`src/rtl/alloc_pkg.sv`:
```
// Shared definitions for the cell allocator: NIL address, engine states and
// the rule for how many low bits of a free cell carry its next-link.
package alloc_pkg;

    localparam int NIL = 0;

    typedef enum logic [0:0] {
        IDLE = 1'b0,
        POP  = 1'b1
    } state_t;

    // The link lives in the low bits of a free cell; it can never be wider than the cell.
    function automatic int link_width(input int data_w, input int addr_w);
        return (addr_w < data_w) ? addr_w : data_w;
    endfunction

endpackage

```
`src/rtl/alloc_ram.sv`:
```
// Simple dual-port synchronous RAM: port A read/write for the engine, port B
// read-only for the external read port. Both reads are registered, read-before-write.
module alloc_ram #(
    parameter int DATA_WIDTH = 16,
    parameter int ADDR_WIDTH = 8
) (
    input  logic                  clk,
    input  logic                  rst,
    input  logic                  a_en,
    input  logic                  a_we,
    input  logic [ADDR_WIDTH-1:0] a_addr,
    input  logic [DATA_WIDTH-1:0] a_wdata,
    output logic [DATA_WIDTH-1:0] a_rdata,
    input  logic                  b_en,
    input  logic [ADDR_WIDTH-1:0] b_addr,
    output logic [DATA_WIDTH-1:0] b_rdata
);

    localparam int DEPTH = 1 << ADDR_WIDTH;

    logic [DATA_WIDTH-1:0] mem [DEPTH];

    always_ff @(posedge clk) begin
        if (a_en) begin
            if (a_we) begin
                mem[a_addr] <= a_wdata;
            end
            a_rdata <= mem[a_addr];
        end
    end

    // Output register reset keeps the external read data at zero after reset.
    always_ff @(posedge clk) begin
        if (rst) begin
            b_rdata <= '0;
        end else if (b_en) begin
            b_rdata <= mem[b_addr];
        end
    end

endmodule

```
`src/rtl/alloc_pool.sv`:
```
// Cell allocator: bump pointer plus a free list threaded through freed cells,
// with same-cycle alloc+free reuse, an independent read port and occupancy count.
module alloc_pool
    import alloc_pkg::*;
#(
    parameter int DATA_WIDTH = 16,
    parameter int ADDR_WIDTH = 8,
    parameter int RESERVED   = 1
) (
    input  logic                  i_clk,
    input  logic                  i_rst,
    input  logic                  i_alloc,
    input  logic [DATA_WIDTH-1:0] i_adata,
    input  logic                  i_free,
    input  logic [ADDR_WIDTH-1:0] i_faddr,
    input  logic                  i_rd,
    input  logic [ADDR_WIDTH-1:0] i_raddr,
    output logic [DATA_WIDTH-1:0] o_rdata,
    output logic                  o_rvalid,
    output logic                  o_ready,
    output logic                  o_done,
    output logic [ADDR_WIDTH-1:0] o_addr,
    output logic                  o_err,
    output logic [ADDR_WIDTH-1:0] o_count
);

    localparam int DEPTH  = 1 << ADDR_WIDTH;
    localparam int TOP_W  = ADDR_WIDTH + 1;
    localparam int LINK_W = link_width(DATA_WIDTH, ADDR_WIDTH);

    localparam logic [ADDR_WIDTH-1:0] NIL_ADDR  = ADDR_WIDTH'(NIL);
    localparam logic [ADDR_WIDTH-1:0] RES_ADDR  = ADDR_WIDTH'(RESERVED);
    localparam logic [TOP_W-1:0]      TOP_INIT  = TOP_W'(RESERVED);
    localparam logic [TOP_W-1:0]      TOP_LIMIT = TOP_W'(DEPTH);

    state_t                state_reg, state_next;
    logic [TOP_W-1:0]      top_reg, top_next;
    logic [ADDR_WIDTH-1:0] free_reg, free_next;
    logic [ADDR_WIDTH-1:0] count_reg, count_next;
    logic [ADDR_WIDTH-1:0] addr_reg, addr_next;
    logic [DATA_WIDTH-1:0] pend_reg, pend_next;
    logic                  done_reg, done_next;
    logic                  err_reg, err_next;
    logic                  rvalid_reg;

    logic                  a_en, a_we;
    logic [ADDR_WIDTH-1:0] a_addr;
    logic [DATA_WIDTH-1:0] a_wdata, a_rdata;
    logic [ADDR_WIDTH-1:0] link;
    logic                  link_unused;
    logic                  faddr_ok, has_free, has_room;

    alloc_ram #(
        .DATA_WIDTH(DATA_WIDTH),
        .ADDR_WIDTH(ADDR_WIDTH)
    ) u_ram (
        .clk    (i_clk),
        .rst    (i_rst),
        .a_en   (a_en),
        .a_we   (a_we),
        .a_addr (a_addr),
        .a_wdata(a_wdata),
        .a_rdata(a_rdata),
        .b_en   (i_rd),
        .b_addr (i_raddr),
        .b_rdata(o_rdata)
    );

    assign link        = ADDR_WIDTH'(a_rdata[LINK_W-1:0]);
    assign link_unused = ^a_rdata;
    assign faddr_ok    = (i_faddr >= RES_ADDR) && ({1'b0, i_faddr} < top_reg);
    assign has_free    = (free_reg != NIL_ADDR);
    assign has_room    = (top_reg < TOP_LIMIT);

    always_comb begin
        state_next = state_reg;
        top_next   = top_reg;
        free_next  = free_reg;
        count_next = count_reg;
        addr_next  = addr_reg;
        pend_next  = pend_reg;
        done_next  = 1'b0;
        err_next   = 1'b0;
        a_en       = 1'b0;
        a_we       = 1'b0;
        a_addr     = free_reg;
        a_wdata    = pend_reg;

        case (state_reg)
            IDLE: begin
                if (i_alloc && i_free) begin
                    // Hand the freed cell straight back; pool bookkeeping is untouched.
                    if (faddr_ok) begin
                        a_en      = 1'b1;
                        a_we      = 1'b1;
                        a_addr    = i_faddr;
                        a_wdata   = i_adata;
                        addr_next = i_faddr;
                        done_next = 1'b1;
                    end else begin
                        err_next = 1'b1;
                    end
                end else if (i_alloc) begin
                    if (has_free) begin
                        a_en       = 1'b1;
                        a_addr     = free_reg;
                        pend_next  = i_adata;
                        state_next = POP;
                    end else if (has_room) begin
                        a_en       = 1'b1;
                        a_we       = 1'b1;
                        a_addr     = top_reg[ADDR_WIDTH-1:0];
                        a_wdata    = i_adata;
                        addr_next  = top_reg[ADDR_WIDTH-1:0];
                        top_next   = top_reg + 1'b1;
                        count_next = count_reg + 1'b1;
                        done_next  = 1'b1;
                    end else begin
                        err_next = 1'b1;
                    end
                end else if (i_free) begin
                    if (faddr_ok) begin
                        a_en       = 1'b1;
                        a_we       = 1'b1;
                        a_addr     = i_faddr;
                        a_wdata    = DATA_WIDTH'(free_reg);
                        free_next  = i_faddr;
                        count_next = count_reg - 1'b1;
                    end else begin
                        err_next = 1'b1;
                    end
                end
            end
            POP: begin
                // a_rdata now holds the head cell; its low bits are the next link.
                a_en       = 1'b1;
                a_we       = 1'b1;
                a_addr     = free_reg;
                a_wdata    = pend_reg;
                addr_next  = free_reg;
                free_next  = link;
                count_next = count_reg + 1'b1;
                done_next  = 1'b1;
                state_next = IDLE;
            end
            default: state_next = IDLE;
        endcase

        if (i_rst) begin
            a_en = 1'b0;
            a_we = 1'b0;
        end
    end

    always_ff @(posedge i_clk) begin
        if (i_rst) begin
            state_reg  <= IDLE;
            top_reg    <= TOP_INIT;
            free_reg   <= NIL_ADDR;
            count_reg  <= '0;
            addr_reg   <= '0;
            pend_reg   <= '0;
            done_reg   <= 1'b0;
            err_reg    <= 1'b0;
            rvalid_reg <= 1'b0;
        end else begin
            state_reg  <= state_next;
            top_reg    <= top_next;
            free_reg   <= free_next;
            count_reg  <= count_next;
            addr_reg   <= addr_next;
            pend_reg   <= pend_next;
            done_reg   <= done_next;
            err_reg    <= err_next;
            rvalid_reg <= i_rd;
        end
    end

    assign o_ready  = (state_reg == IDLE);
    assign o_done   = done_reg;
    assign o_err    = err_reg;
    assign o_addr   = addr_reg;
    assign o_count  = count_reg;
    assign o_rvalid = rvalid_reg;

endmodule

```
`config.mk`:
```
export PLATFORM = sky130hd
export DESIGN_NAME = alloc_pool
export DESIGN_NICKNAME = d
export VERILOG_FILES = /design/src/rtl/alloc_pkg.sv /design/src/rtl/alloc_ram.sv /design/src/rtl/alloc_pool.sv
export SDC_FILE = /design/constraint.sdc
export NUM_CORES = 2
export LEC_CHECK = 0
export CAP_MARGIN = 20
export CORE_ASPECT_RATIO = 0.5
export CORE_MARGIN = 3
export CORE_UTILIZATION = 43
export DETAILED_ROUTE_END_ITERATION = 10
export MAX_ROUTING_LAYER = met4
export PLACE_DENSITY_LB_ADDON = 0.08
export SLEW_MARGIN = 30
export SYNTH_ARGS = -nofsm -noshare
export SYNTH_HDL_FRONTEND = slang
export SYNTH_HIERARCHICAL = 1
export SYNTH_SLANG_ARGS = --single-unit
```
`constraint.sdc`:
```
create_clock -name i_clk -period 11.55 [get_ports i_clk]
set_input_delay 1.155 -clock i_clk [delete_from_list [all_inputs] [get_ports i_clk]]
set_output_delay 1.155 -clock i_clk [all_outputs]
set_load 0.01 [all_outputs]
```
## Yosys cells after proc, flatten, opt, wreduce, memory -nomap -nowiden

Memories as Yosys holds them, arrays and structs flattened. A register that Yosys moved wholly into a read port is not among the register bits.
Index checks and enable logic that the tools add are counted.

| word-level totals | value |
|---|---|
| memories | 1 |
| RAM bits | 4096 |
| logic and storage cells | 98 |
| input bits | 37 |
| register bits | 53 |
| output and inout port bits | 36 |

Memories:

| memory | words | width | rd ports | clocked after memory_dff | write ports | line | RTL |
|---|---|---|---|---|---|---|---|
| u_ram.mem | 256 | 16 | 2 | 2 | 1 | alloc_ram.sv:21 | `logic [DATA_WIDTH-1:0] mem [DEPTH];` |

| operators by class | value |
|---|---|
| reduce and logical (&&, ||, !) cells | 9 |
| mux-type cells | 60 |
| equal/unequal tests | 10 |
| order comparisons | 3 |
| bitwise logic cells | 3 |
| $add $sub $neg | 3 |

Operator list:

| cell | count |
|---|---|
| $mux 8 | 19 |
| $mux 16 | 7 |
| $pmux 8 s2 | 4 |
| $pmux 16 s2 | 1 |
| $mux 1 | 25 |
| $ne 3x2->1 const B | 4 |
| $reduce_and 5->1 | 2 |
| $add 9x1->9 const B | 1 |
| $lt 8x9->1 | 1 |
| $lt 9x9->1 const B | 1 |
| $ne 3x3->1 const B | 3 |
| $add 8x1->8 const B | 1 |
| $ge 8x1->1 const B | 1 |
| $pmux 1 s2 | 4 |
| $reduce_and 4->1 | 2 |
| $reduce_bool 8->1 | 1 |
| $sub 8x1->8 const B | 1 |
| $ne 2x2->1 const B | 2 |
| $ne 3x1->1 const B | 1 |
| $not 1->1 | 3 |
| $logic_and 1x1->1 | 2 |
| $reduce_and 2->1 | 1 |
| $reduce_or 2->1 | 1 |

## Longest topological paths before layout

| logic depth | value |
|---|---|
| depth in word-level cells | 11 |
| depth in mapped cells | 22 |
| gate-level depth less buffers | 15 |

## Cells and area by module

The synthesis kept the hierarchy.

By module, submodules not included:

| module | sequential area each (µm²) | times used | cells an instance | area each (µm²) |
|---|---|---|---|---|
| alloc_ram | 123798.7 | 1 | 9592 | 191109.5 |
| alloc_pool | 1061.0 | 1 | 434 | 3342.0 |

## Least setup slack after synthesis

OpenSTA, ideal clock, no wires.

| timing path | value |
|---|---|
| path type | input to register |
| from | input i_faddr[6] |
| to | memory u_ram.mem[0][6], data pin |
| path buffers | 1 |
| arrival time | 9.594 ns |
| setup time | 1.629 ns |
| stages | 7 |
| required time | 9.921 ns |
| setup slack | 0.327 ns |
| cell sequence | ha_1 > a211oi_1 > nor3_1 > nor3_1 > nand3_1 > clkbuf_1 > o221ai_1 |

| on the way | value |
|---|---|
| word-level cells in the longest chain between the ends | 7 |
| elaborated cells on any way between the ends | 9 |
| those cells by class | order compare: 2; mux: 6; reduce/logical: 1 |

Ends and longest elaborated chain:

| item | line | RTL |
|---|---|---|
| start: declaration | alloc_pool.sv:15 | `input logic [ADDR_WIDTH-1:0] i_faddr,` |
| $lt 8x9->1 / $ge 8x1->1 (equally long branches) | alloc_pool.sv:71 | `assign faddr_ok = (i_faddr >= RES_ADDR) && ({1'b0, i_faddr} < top_reg);` |
| $logic_and 1x1->1 * | alloc_pool.sv:71 |  |
| $mux 16 | alloc_pool.sv:122 | `if (faddr_ok) begin` |
| $mux 16 | alloc_pool.sv:121 | `end else if (i_free) begin` |
| $mux 16 | alloc_pool.sv:103 | `end else if (i_alloc) begin` |
| $mux 16 * | alloc_pool.sv:91 | `if (i_alloc && i_free) begin` |
| $pmux 16 s2 * | alloc_pool.sv:89 | `case (state_reg)` |
| via a_wdata[6] | alloc_pool.sv:48 | `logic [DATA_WIDTH-1:0] a_wdata, a_rdata;` |
| end: declaration | alloc_ram.sv:21 |  |

Mark *: on every way through the listed nets, which the timed path passes. The rest lies on a longest branch.

## Worst setup path in the final report

| timing path | value |
|---|---|
| from | input i_faddr[6] |
| to | register u_ram.a_rdata[1], read port of u_ram.mem, data pin |

| on the way | value |
|---|---|
| elaborated cells on any way between the ends | 14 |
| those cells by class | order compare: 2; mux: 11; reduce/logical: 1 |

RTL lines:

| item | line | RTL |
|---|---|---|
| $lt 8x9->1 / $ge 8x1->1 (equally long branches) | alloc_pool.sv:71 |  |
| $logic_and 1x1->1 * | alloc_pool.sv:71 |  |
| $mux 8 * | alloc_pool.sv:93, alloc_pool.sv:122 |  |
| $mux 8 | alloc_pool.sv:121 |  |
| $mux 8 | alloc_pool.sv:103 |  |
| $mux 8 * | alloc_pool.sv:91 |  |
| $pmux 8 s2 * | alloc_pool.sv:89 |  |
| via a_addr[0] | alloc_pool.sv:47 | `logic [ADDR_WIDTH-1:0] a_addr;` |
| end: declaration | alloc_ram.sv:13 | `output logic [DATA_WIDTH-1:0] a_rdata,` |

Marks and branches as above.
A chain may end at the register's enable or synchronous reset.

==> impl_metrics.json <==
{
  "cts_resized": 0,
  "drc": 0,
  "path_class": "input pin to flip-flop",
  "core_sq_um": 411700,
  "endpoint_kind": "flip-flop",
  "antenna_found_initial": 87,
  "track_usage_pct": 33.68,
  "setup_ws_ns": 3.989,
  "ant_nets": 0,
  "worstMarginPinSlew_ns": 1.217,
  "floorplan.die.height_microns": 462.1,
  "cts_hold_buf": 0,
  "vias": 103838,
  "largest_register_ffs": 4096,
  "cts_setup_buffers": 0,
  "post_drt_via_cell_ratio": 6.861,
  "fin_crit_ns": 7.561,
  "clock_sinks": 4173,
  "dieWidth_microns": 918.3,
  "avgSynthCellArea_sq_um": 19.58,
  "htreeDepth": 5,
  "clockRootBuffer": "clkbuf_16",
  "synth_area_sq_um": 178900,
  "yosys_warnings": 6,
  "hold_path_class": "flip-flop to flip-flop",
  "rsz0062_at_grt": "no",
  "p_leak_uw": 0.06209,
  "maxSlewViolCount": 0,
  "place_ws_ns": 3.246,
  "critPathMaxFanout": 52,
  "area_delta_synth_final_pct": 12.23,
  "numCtsBuffers": 388,
  "ioPinCount": 73,
  "cts_tree": "built",
  "max_slew_margin_pct": 18.36,
  "nNetsFinal": 9252,
  "row_count": 166,
  "finalCritPeriodShare_pct": 65.46,
  "dr.pass1.iters": 9,
  "initialDrtViolationCount": 18214,
  "grt_max_degree": 156,
  "clk_path_buf_depth": 4,
  "routed_wl_mm": 704.9,
  "finalClockSkew_ns": 0.05959,
  "ir_drop_uv": 110.0,
  "cp-start-kind": "input pin",
  "finalHoldViolations": 0,
  "maxCapViolations": 0,
  "power_density_nw_per_um2": 174.0,
  "first_global_vias": 97603,
  "cts.clk_slew.worst_paths_ns": 0.07,
  "status": "complete, no violations",
  "place_area_sq_um": 187700,
  "synth_nets": 9187,
  "grt-ovfl-total": 0,
  "setup_viol": 0,
  "utilization_pct": 48.78,
  "portBuffers": 72,
  "grt_pass1_wl_mm": 930.1,
  "insertion_delay_ns": 1.00,
  "dp_hpwl_mm": 468.1,
  "gp_congestion": 1.068,
  "worst_ep_arrival_time_ns": 8.30,
  "cp_data_required_time_ns": 12.29,
  "synth_cells": 9140,
  "design_area_sq_um": 200800,
  "fmax_mhz": 132.3,
  "dieArea_sq_um": 424400,
  "drive_above_1_share_pct": 28.64,
  "start_util_pct": 43.47,
  "tns_ns": 0,
  "routedWlPerCell_microns": 46.57
}
==> report_power, final <==
| part | switching, uW | internal [uW] | total [uW] |
|---|---|---|---|
| Clock | 5950 | 7160 | 13100 |
| Combinational | 3290 | 1410 | 4700 |
| Sequential | 65.6 | 17100 | 17100 |
| Total | 9310 | 25600 | 34900 |
==> worst max-delay path, stage by stage <==
cell and delay (ns):
clkdlybuf4s50_1 0.52, ha_1 0.35, a211oi_1 0.29, nor3_1 0.14, nor2_1 0.24, and4_1 0.24
buf_4 0.30, o22ai_1 0.17, a21oi_4 0.58, buf_16 0.27, buf_12 0.28, buf_12 0.39
mux4_2 0.57, mux2i_1 0.69, nor2_1 0.35, a2111oi_0 0.57, nand3_1 0.51, a311o_1 0.45
==> metal layers <==
metal / global-route usage (%) / wire [microns] / up-vias / share of wire [%]
met3: 13.01 / 100100 / 1098 / 14
met1: 46.72 / 283800 / 56818 / 40
li1: - / - / 38871 / -
met4: 10.36 / 26120 / 0 / 3.7
met5: - / 0 / - / 0
met2: 45.95 / 294800 / 7051 / 42
==> placed cells by master (no fill, tap or decap), types with 13 or more instances in the layout <==
| cell | count |
|---|---|
| nor2_4 | 185 |
| clkbuf_16 | 395 |
| buf_12 | 47 |
| nand2_1 | 296 |
| nor3_2 | 18 |
| clkdlybuf4s50_1 | 64 |
| mux2i_1 | 640 |
| nor2_1 | 140 |
| nand4_1 | 60 |
| o21ai_0 | 71 |
| edfxtp_1 | 4104 |
| a22oi_1 | 196 |
| a211oi_1 | 41 |
| clkinv_2 | 62 |
| dfxtp_1 | 69 |
| nor4_1 | 25 |
| and3_1 | 24 |
| inv_1 | 18 |
| a221oi_1 | 29 |
| bufinv_16 | 39 |
| o22ai_1 | 168 |
| nor2b_1 | 22 |
| nand2b_1 | 16 |
| clkbuf_1 | 77 |
| nand3_1 | 97 |
| buf_4 | 335 |
| o221ai_1 | 111 |
| a31oi_1 | 36 |
| mux4_2 | 1369 |
| mux2_2 | 17 |
| a32oi_1 | 13 |
| o211ai_1 | 13 |
| nor3_1 | 68 |
| diode_2 | 76 |
| clkinvlp_4 | 18 |
| nor2_2 | 75 |
| a21oi_1 | 121 |
| clkinv_1 | 84 |
==> metrics by stage <==
step | cells | total power (uW) | hold WS, ns
after floorplan | 9140 | 20050 | 0.4360
after global placement | 14349 | 21980 | 0.4526
after detailed placement | 14354 | 22020 | 0.4557
after CTS | 15053 | 34940 | 0.4645
after global routing | 15108 | 35700 | 0.4891
final | 15134 | 34950 | 0.4629
==> cell type report <==
type	instances	area (sq um)
Inverter	23	96.34
Clock inverter	226	2201
Sequential cell	4173	124600
Fill cell	33845	210800
Multi-Input combinational cell	4157	52270
Tap cell	5544	6937
Timing Repair Buffer	462	4327
Clock buffer	473	10190
Antenna cell	76	190.2
==> final timing paths <==
check | from | endpoint | slack, ns | cells past startpoint
min reg2reg | o_addr[0]$_SDFFE_PP0P_ | o_addr[0]$_SDFFE_PP0P_ | 0.46 | 2
max reg2reg | top_reg[2]$_SDFFE_PP0P_ | u_ram/a_rdata[1]$_DFFE_PP_ | 4.22 | 17
min | o_addr[0]$_SDFFE_PP0P_ | o_addr[0]$_SDFFE_PP0P_ | 0.46 | 2
max | i_faddr[6] | u_ram/a_rdata[1]$_DFFE_PP_ | 3.99 | 18
Note: power is estimated with default switching activity, not from simulation.
